`src/rtl/x_bar2_pkg.sv`:
```
// Shared constants, address-field layout and route-entry type for the x_bar2 crossbar.
package x_bar2_pkg;

   localparam int unsigned XB_IN_PORTS   = 4;
   localparam int unsigned XB_OUT_PORTS  = 4;
   localparam int unsigned XB_BIT_LENGTH = 8;
   localparam int unsigned XB_PORT_W     = 2 * XB_BIT_LENGTH;
   localparam int unsigned XB_ADDR_LEN   = 5;
   localparam logic [XB_ADDR_LEN-1:0] XB_REST_ADDR = 5'h10;

   // AddressSelect layout: {rest, out_idx[1:0], in_idx[1:0]}
   localparam int unsigned REST_BIT = 4;
   localparam int unsigned OUT_LSB  = 2;
   localparam int unsigned IN_LSB   = 0;
   localparam int unsigned IDX_W    = 2;

   typedef struct packed {
      logic [IDX_W-1:0] idx;
      logic             valid;
   } route_entry_t;

endpackage

```
`src/rtl/x_bar2_route_table.sv`:
```
// Route table for x_bar2: one {input index, valid} entry per output, written by AddressSelect.
module x_bar2_route_table
   import x_bar2_pkg::*;
#(
   parameter int unsigned             OUT_PORTS = XB_OUT_PORTS,
   parameter int unsigned             ADDR_LEN  = XB_ADDR_LEN,
   parameter logic [ADDR_LEN-1:0]     REST_ADDR = XB_REST_ADDR
) (
   input  logic                         Clk,
   input  logic                         Rst,
   input  logic [ADDR_LEN-1:0]          AddressSelect,
   output logic [OUT_PORTS*IDX_W-1:0]   o_route_idx,
   output logic [OUT_PORTS-1:0]         o_route_valid
);

   route_entry_t     r_route [OUT_PORTS];
   logic             w_rest;
   logic [IDX_W-1:0] w_out_sel;
   logic [IDX_W-1:0] w_in_sel;

   assign w_rest    = AddressSelect[REST_BIT] | (AddressSelect == REST_ADDR);
   assign w_out_sel = AddressSelect[OUT_LSB +: IDX_W];
   assign w_in_sel  = AddressSelect[IN_LSB +: IDX_W];

   // Reset wins over any write; otherwise the addressed entry is overwritten
   always_ff @(posedge Clk) begin
      if (Rst) begin
         for (int unsigned j = 0; j < OUT_PORTS; j++) begin
            r_route[j] <= '0;
         end
      end else if (!w_rest) begin
         for (int unsigned j = 0; j < OUT_PORTS; j++) begin
            if (w_out_sel == IDX_W'(j)) begin
               r_route[j] <= '{idx: w_in_sel, valid: 1'b1};
            end
         end
      end
   end

   for (genvar j = 0; j < OUT_PORTS; j++) begin : g_out
      assign o_route_idx[j*IDX_W +: IDX_W] = r_route[j].idx;
      assign o_route_valid[j]              = r_route[j].valid;
   end

endmodule

```
`src/rtl/x_bar2.sv`:
```
// Registered crossbar: each output loads its routed input (or zero); optional direct
// pass-through mode is compiled in only when XBAR2_DIRECT_EN is defined.
module x_bar2
   import x_bar2_pkg::*;
#(
   parameter int unsigned         IN_PORTS   = XB_IN_PORTS,
   parameter int unsigned         OUT_PORTS  = XB_OUT_PORTS,
   parameter int unsigned         BIT_LENGTH = XB_BIT_LENGTH,
   parameter int unsigned         ADDR_LEN   = XB_ADDR_LEN,
   parameter logic [ADDR_LEN-1:0] REST_ADDR  = XB_REST_ADDR
) (
   input  logic                              Clk,
   input  logic                              Rst,
   input  logic [IN_PORTS*2*BIT_LENGTH-1:0]  flatInputPort,
   output logic [OUT_PORTS*2*BIT_LENGTH-1:0] flatOutputPort,
   input  logic [ADDR_LEN-1:0]               AddressSelect,
   input  logic                              direct
);

   localparam int unsigned PW = 2 * BIT_LENGTH;

   logic [OUT_PORTS*IDX_W-1:0] w_route_idx;
   logic [OUT_PORTS-1:0]       w_route_valid;
   logic [OUT_PORTS*PW-1:0]    w_next;
   logic [OUT_PORTS*PW-1:0]    r_out;
   logic                       w_direct;

`ifdef XBAR2_DIRECT_EN
   assign w_direct = direct;
`else
   // Port kept for interface compatibility; pass-through is not built
   logic w_unused_direct;
   assign w_unused_direct = direct;
   assign w_direct        = 1'b0;
`endif

   x_bar2_route_table #(
      .OUT_PORTS (OUT_PORTS),
      .ADDR_LEN  (ADDR_LEN),
      .REST_ADDR (REST_ADDR)
   ) u_route_table (
      .Clk           (Clk),
      .Rst           (Rst),
      .AddressSelect (AddressSelect),
      .o_route_idx   (w_route_idx),
      .o_route_valid (w_route_valid)
   );

   for (genvar j = 0; j < OUT_PORTS; j++) begin : g_mux
      logic [PW-1:0] w_routed;

      // Unconfigured or out-of-range routes yield zero rather than X
      always_comb begin
         w_routed = '0;
         for (int unsigned i = 0; i < IN_PORTS; i++) begin
            if (w_route_valid[j] && (w_route_idx[j*IDX_W +: IDX_W] == IDX_W'(i))) begin
               w_routed = flatInputPort[i*PW +: PW];
            end
         end
      end

      if (j < IN_PORTS) begin : g_dir
         assign w_next[j*PW +: PW] = w_direct ? flatInputPort[j*PW +: PW] : w_routed;
      end else begin : g_nodir
         assign w_next[j*PW +: PW] = w_routed;
      end
   end

   always_ff @(posedge Clk) begin
      if (Rst) begin
         r_out <= '0;
      end else begin
         r_out <= w_next;
      end
   end

   assign flatOutputPort = r_out;

endmodule

```
`config.mk`:
```
export PLATFORM = sky130hd
export DESIGN_NAME = x_bar2
export DESIGN_NICKNAME = d
export VERILOG_FILES = /design/src/rtl/x_bar2_pkg.sv /design/src/rtl/x_bar2_route_table.sv /design/src/rtl/x_bar2.sv
export SDC_FILE = /design/constraint.sdc
export NUM_CORES = 1
export LEC_CHECK = 0
export ABC_AREA = 1
export ABC_CLOCK_PERIOD_IN_PS = 2740
export CAP_MARGIN = 10
export CORE_MARGIN = 10
export CORE_UTILIZATION = 52
export CTS_BUF_LIST = sky130_fd_sc_hd__clkbuf_8
export DETAILED_ROUTE_END_ITERATION = 10
export PLACE_DENSITY = 0.93
export REMOVE_ABC_BUFFERS = 1
export SLEW_MARGIN = 0
export SYNTH_ARGS = -nofsm -noshare
export SYNTH_HDL_FRONTEND = slang
export SYNTH_SLANG_ARGS = --single-unit
```
`constraint.sdc`:
```
create_clock -name Clk -period 2.74 [get_ports Clk]
set_input_delay 0.274 -clock Clk [delete_from_list [all_inputs] [get_ports Clk]]
set_output_delay 0.274 -clock Clk [all_outputs]
set_load 0.005 [all_outputs]
```
# After elaboration in Yosys (flattened, before gate mapping)
# Memory sizes are Yosys's and may differ from the RTL's.
# Cells that the tools add are included.
dict set report classes {
  n_eq_ne 16
  muxes 38
  n_bitwise 5
  reduce_logical 21
}
# op n
set op_table {}
lappend op_table {{16-bit two-way mux} 16}
lappend op_table {{2-bit equality test (second input constant)} 10}
lappend op_table {{1-bit two-way mux} 18}
lappend op_table {{1-bit logical AND} 16}
lappend op_table {{3-bit two-way mux} 4}
lappend op_table {{2-bit by 1-bit equality test with 1-bit output (second input constant)} 5}
lappend op_table {{2-bit zero test} 5}
lappend op_table {{5-bit equality test (second input constant)} 1}
lappend op_table {{1-bit OR} 5}
dict set report totals {
  ff_bits 64
  ram_bits 12
  input_bits 72
  output_inout_bits 64
  word_cells 82
  n_memories 1
}
# memory words width read_ports rd_clocked_by_memory_dff write_ports line_no
set memory_table {}
lappend memory_table {u_route_table.r_route 4 3 4 0 4 x_bar2_route_table.sv:16} ;# route_entry_t r_route [OUT_PORTS];

# Longest topological paths before layout
# An unclocked memory read counts as a cell.
dict set report depth {
  depth_word 7
  ltp_mapped 8
  depth_no_buf 6
}

# By module
# Synthesis repeated with hierarchy kept, for this count alone.
dict set report hier_totals {
  hier_cells 706
  hier_area_um2 4682.0
}
# module instances cells_each area_per_inst_um2 seq_area_each_um2
set modules_own_cells {}
lappend modules_own_cells {x_bar2 1 659 4201.5 1281.2}
lappend modules_own_cells {x_bar2_route_table 1 47 480.5 330.3}

# Worst setup path before layout
# Ideal clock, no wire load.
dict set report synth_path {
  kind {flip-flop to flip-flop}
  from {memory u_route_table.r_route[3][0] (netlist bit)}
  to {register r_out[52] (netlist: flatOutputPort[52])}
  setup_ns 0.117
  t_arrival_ns 1.124
  t_required_ns 2.623
  setup_slack_ns 1.499
  stages_incl_launch_ff 7
  path_buffers 2
  period_less_slack_ns 1.241
  path_cell_list {edfxtp_1 > buf_2 > nand3_1 > clkbuf_1 > nand2_1 > nor2_1 > nor2_1}
}
# item line_no
set synth_lines {}
lappend synth_lines {{start: declaration} x_bar2_route_table.sv:16}
lappend synth_lines {{end signal: assignment} x_bar2.sv:73} ;# r_out <= w_next;
lappend synth_lines {{end: declaration} x_bar2.sv:25} ;# logic [OUT_PORTS*PW-1:0] r_out;

==> reports/results.txt <==
Global-route wire length before repair: 24200 µm
FMAX: 498 MHz
Die area: 12000 µm²
Initial DRC Count: 816
Mean Syn Cell Area: 6.20 µm²
Initial DRT Pass Iterations: 8
Cts hold-fix bufs: 0
Power share of the sequential group: 45.6%
Slew margin rel.: 33.3%
Final WL: 15900 µm
Comb pwr share: 19.2%
Least-Margin Pin Slew: 0.999 ns
Post-synth ARST share: 0%
Final period util: 73.3%
Switching Fraction: 27.6%
Setup Buffers After CTS: 0
Setup TNS Final: 0 ns
Worst reg-to-reg setup slack: 0.73 ns
Non-filler cells, final: 905
DRC errors left: 0
Peak supply drop: 0.000354 V
CTS sink cnt: 76
# diodes: 0
Max Cap Viol: 0
Largest net degree at the start of global routing: 27
Post-CTS Resized: 0
Synth top area share: 32.1%
Num CTS Buffers: 9
Fin. Hold Viols: 0
Worst EP required: 2.98 ns
CTS tree: built
Total number of vias: 5284
FF+latch area: 1610 µm²
Die X: 110 µm
Share of layout cells above drive strength 1: 4.61%
Worst-path fanout max: 16
Net Switching: 0.000735 W
Main synth FF type: dfxtp_1
Clock share of power: 35.2%
Slew Viols, Final: 0
I/O pins: 136
Total congestion overflow: 0
Post-synth EDFFs: 9
RSZ-0062 raised after global routing: no
Initial antenna violation count: 0
Final Setup Violations: 0
Crit end category: flip-flop
Register area share after synthesis: 38.6%
Synth area leader: dfxtp_1
Chip Height: 110 µm
Rows: 32
Root Buffer: clkbuf_8
Yosys cell types: 17
Crit path launch type: flip-flop
Gate count of the mapped netlist: 673
WP data arrival: 2.25 ns
Seq cells post-synth: 76
Worst-path clk slew: 0.08 ns
Commonest cells post-synth: nor2_1, nand2_1, o21ai_0, inv_1, nand3_1
GRT Util Overall: 25.5%
Nets: 870
Mapped cell area: 4170 µm²
Clk_skew: 0.00994 ns
# fillers: 605
Synth area leaders: dfxtp_1, nor2_1, o21ai_0
Routed Antenna Nets: 0
DR WL/cell: 17.6 µm
CORE AREA: 7770 µm²
Final worst path period need: 2.01 ns
Min-delay worst type: reg -> reg
PD cells: 459 nW/µm²
DR vias/cell: 5.84
Port bufs: 134
Worst skew pair latency: 0.35 ns
Area Overhead vs Synth: 38.8%
Area of the multi-input gates: 2090 µm²
Cell internal pwr: 0.00193 W
# H-tree levels: 3
Vias in the first global route: 4949
Routability cong.: 0.924
Clock buffer depth: 2
Placed cells: 889
Critical path class: reg -> reg
Top-count cell post-synth: nor2_1
Status: complete, no violations
Initial Util: 53.7%
Static Leak: 2.53 nW
Ys Warns: 0
Hpwl dp: 11200 µm
## sequential cells by signal, indices dropped and copies added (netlist names)
| signal | count |
|---|---|
| flatOutputPort | 64 |
| u_route_table.r_route | 12 |
## logic make-up (layout without fill, tap and decap cells)
group | after synthesis | after routing | share of synthesized area [%]
AOI/OAI and AO/OA | 96 | 96 | 11.5
buffers and inverters | 114 | 244 | 11.4
and+or+nand+nor | 387 | 387 | 38.5
DFF | 76 | 76 | 38.6
## metal layers
layer | global-route usage, % | wire (µm) | up-vias
li1 | - | - | 2381
met1 | 29.3 | 5260 | 2315
met2 | 42.2 | 7470 | 493
met3 | 6.44 | 2410 | 95
met4 | 14.5 | 742 | 0
met5 | 0 | 0 | -
## stage by stage
step / util (%) / worst slack [ns] / total power (W) / area (µm²) / hold slack, ns
floorplan: - / 1.03 / 0.00142 / 3990 / 0.346
global placement: 71.8 / 0.985 / 0.00171 / 5580 / 0.439
detailed placement: 71.8 / 0.910 / 0.00173 / 5580 / 0.458
CTS: 74.6 / 0.854 / 0.00265 / 5800 / 0.472
global route: 74.6 / 0.688 / 0.00275 / 5800 / 0.534
finish: 74.6 / 0.731 / 0.00266 / 5800 / 0.482
## area by class of cell
cell class,count,area share (%)
inverters,78,5.05
clock buffers,9,2.14
flip-flops and latches,76,27.8
multi-input cells,483,36.0
clock inverters,7,1.58
repair buffers,150,25.2
well taps,102,2.20
## path summary, 6_finish.rpt
path	end	depth (start not counted)	startpoint
setup / recovery	flatOutputPort[38]	5	u_route_table.r_route[2][2]
hold / removal	u_route_table.r_route[0][0]	2	u_route_table.r_route[0][0]
setup reg to reg	flatOutputPort[38]	5	u_route_table.r_route[2][2]
hold reg to reg	u_route_table.r_route[0][0]	2	u_route_table.r_route[0][0]
## worst max-delay path: stages, from the launching register on
cell and delay [ns]:
edfxtp_1 0.39, nand2_1 0.30, nor2_2 0.86, nand2_1 0.15, nand3_1 0.14, nor2_1 0.05
## cell usage in the layout, fill, tap and decap left out
cell,count
nor2_1,172
clkdlybuf4s50_1,134
nand2_1,120
o21ai_0,94
inv_1,79
nand3_1,70
dfxtp_1,67
nand4_1,18
buf_4,16
clkbuf_8,9
edfxtp_1,9
nor2_2,4
o21ai_1,2
clkinv_2,2
bufinv_16,2
nor3_1,1
or2_2,1
nor2_4,1
clkinv_4,1
inv_6,1
## power groups by stage
| stage | registers, W | clock network, W | logic (W) |
|---|---|---|---|
| after floorplan | 0.00124 | 0 | 0.000182 |
| after global placement | 0.00123 | 0 | 0.000481 |
| after detailed placement | 0.00124 | 0 | 0.000496 |
| after CTS | 0.00121 | 0.000939 | 0.000499 |
| after global routing | 0.00122 | 0.000985 | 0.000551 |
| final | 0.00121 | 0.000936 | 0.000512 |
(Power assumes the default switching activity.)
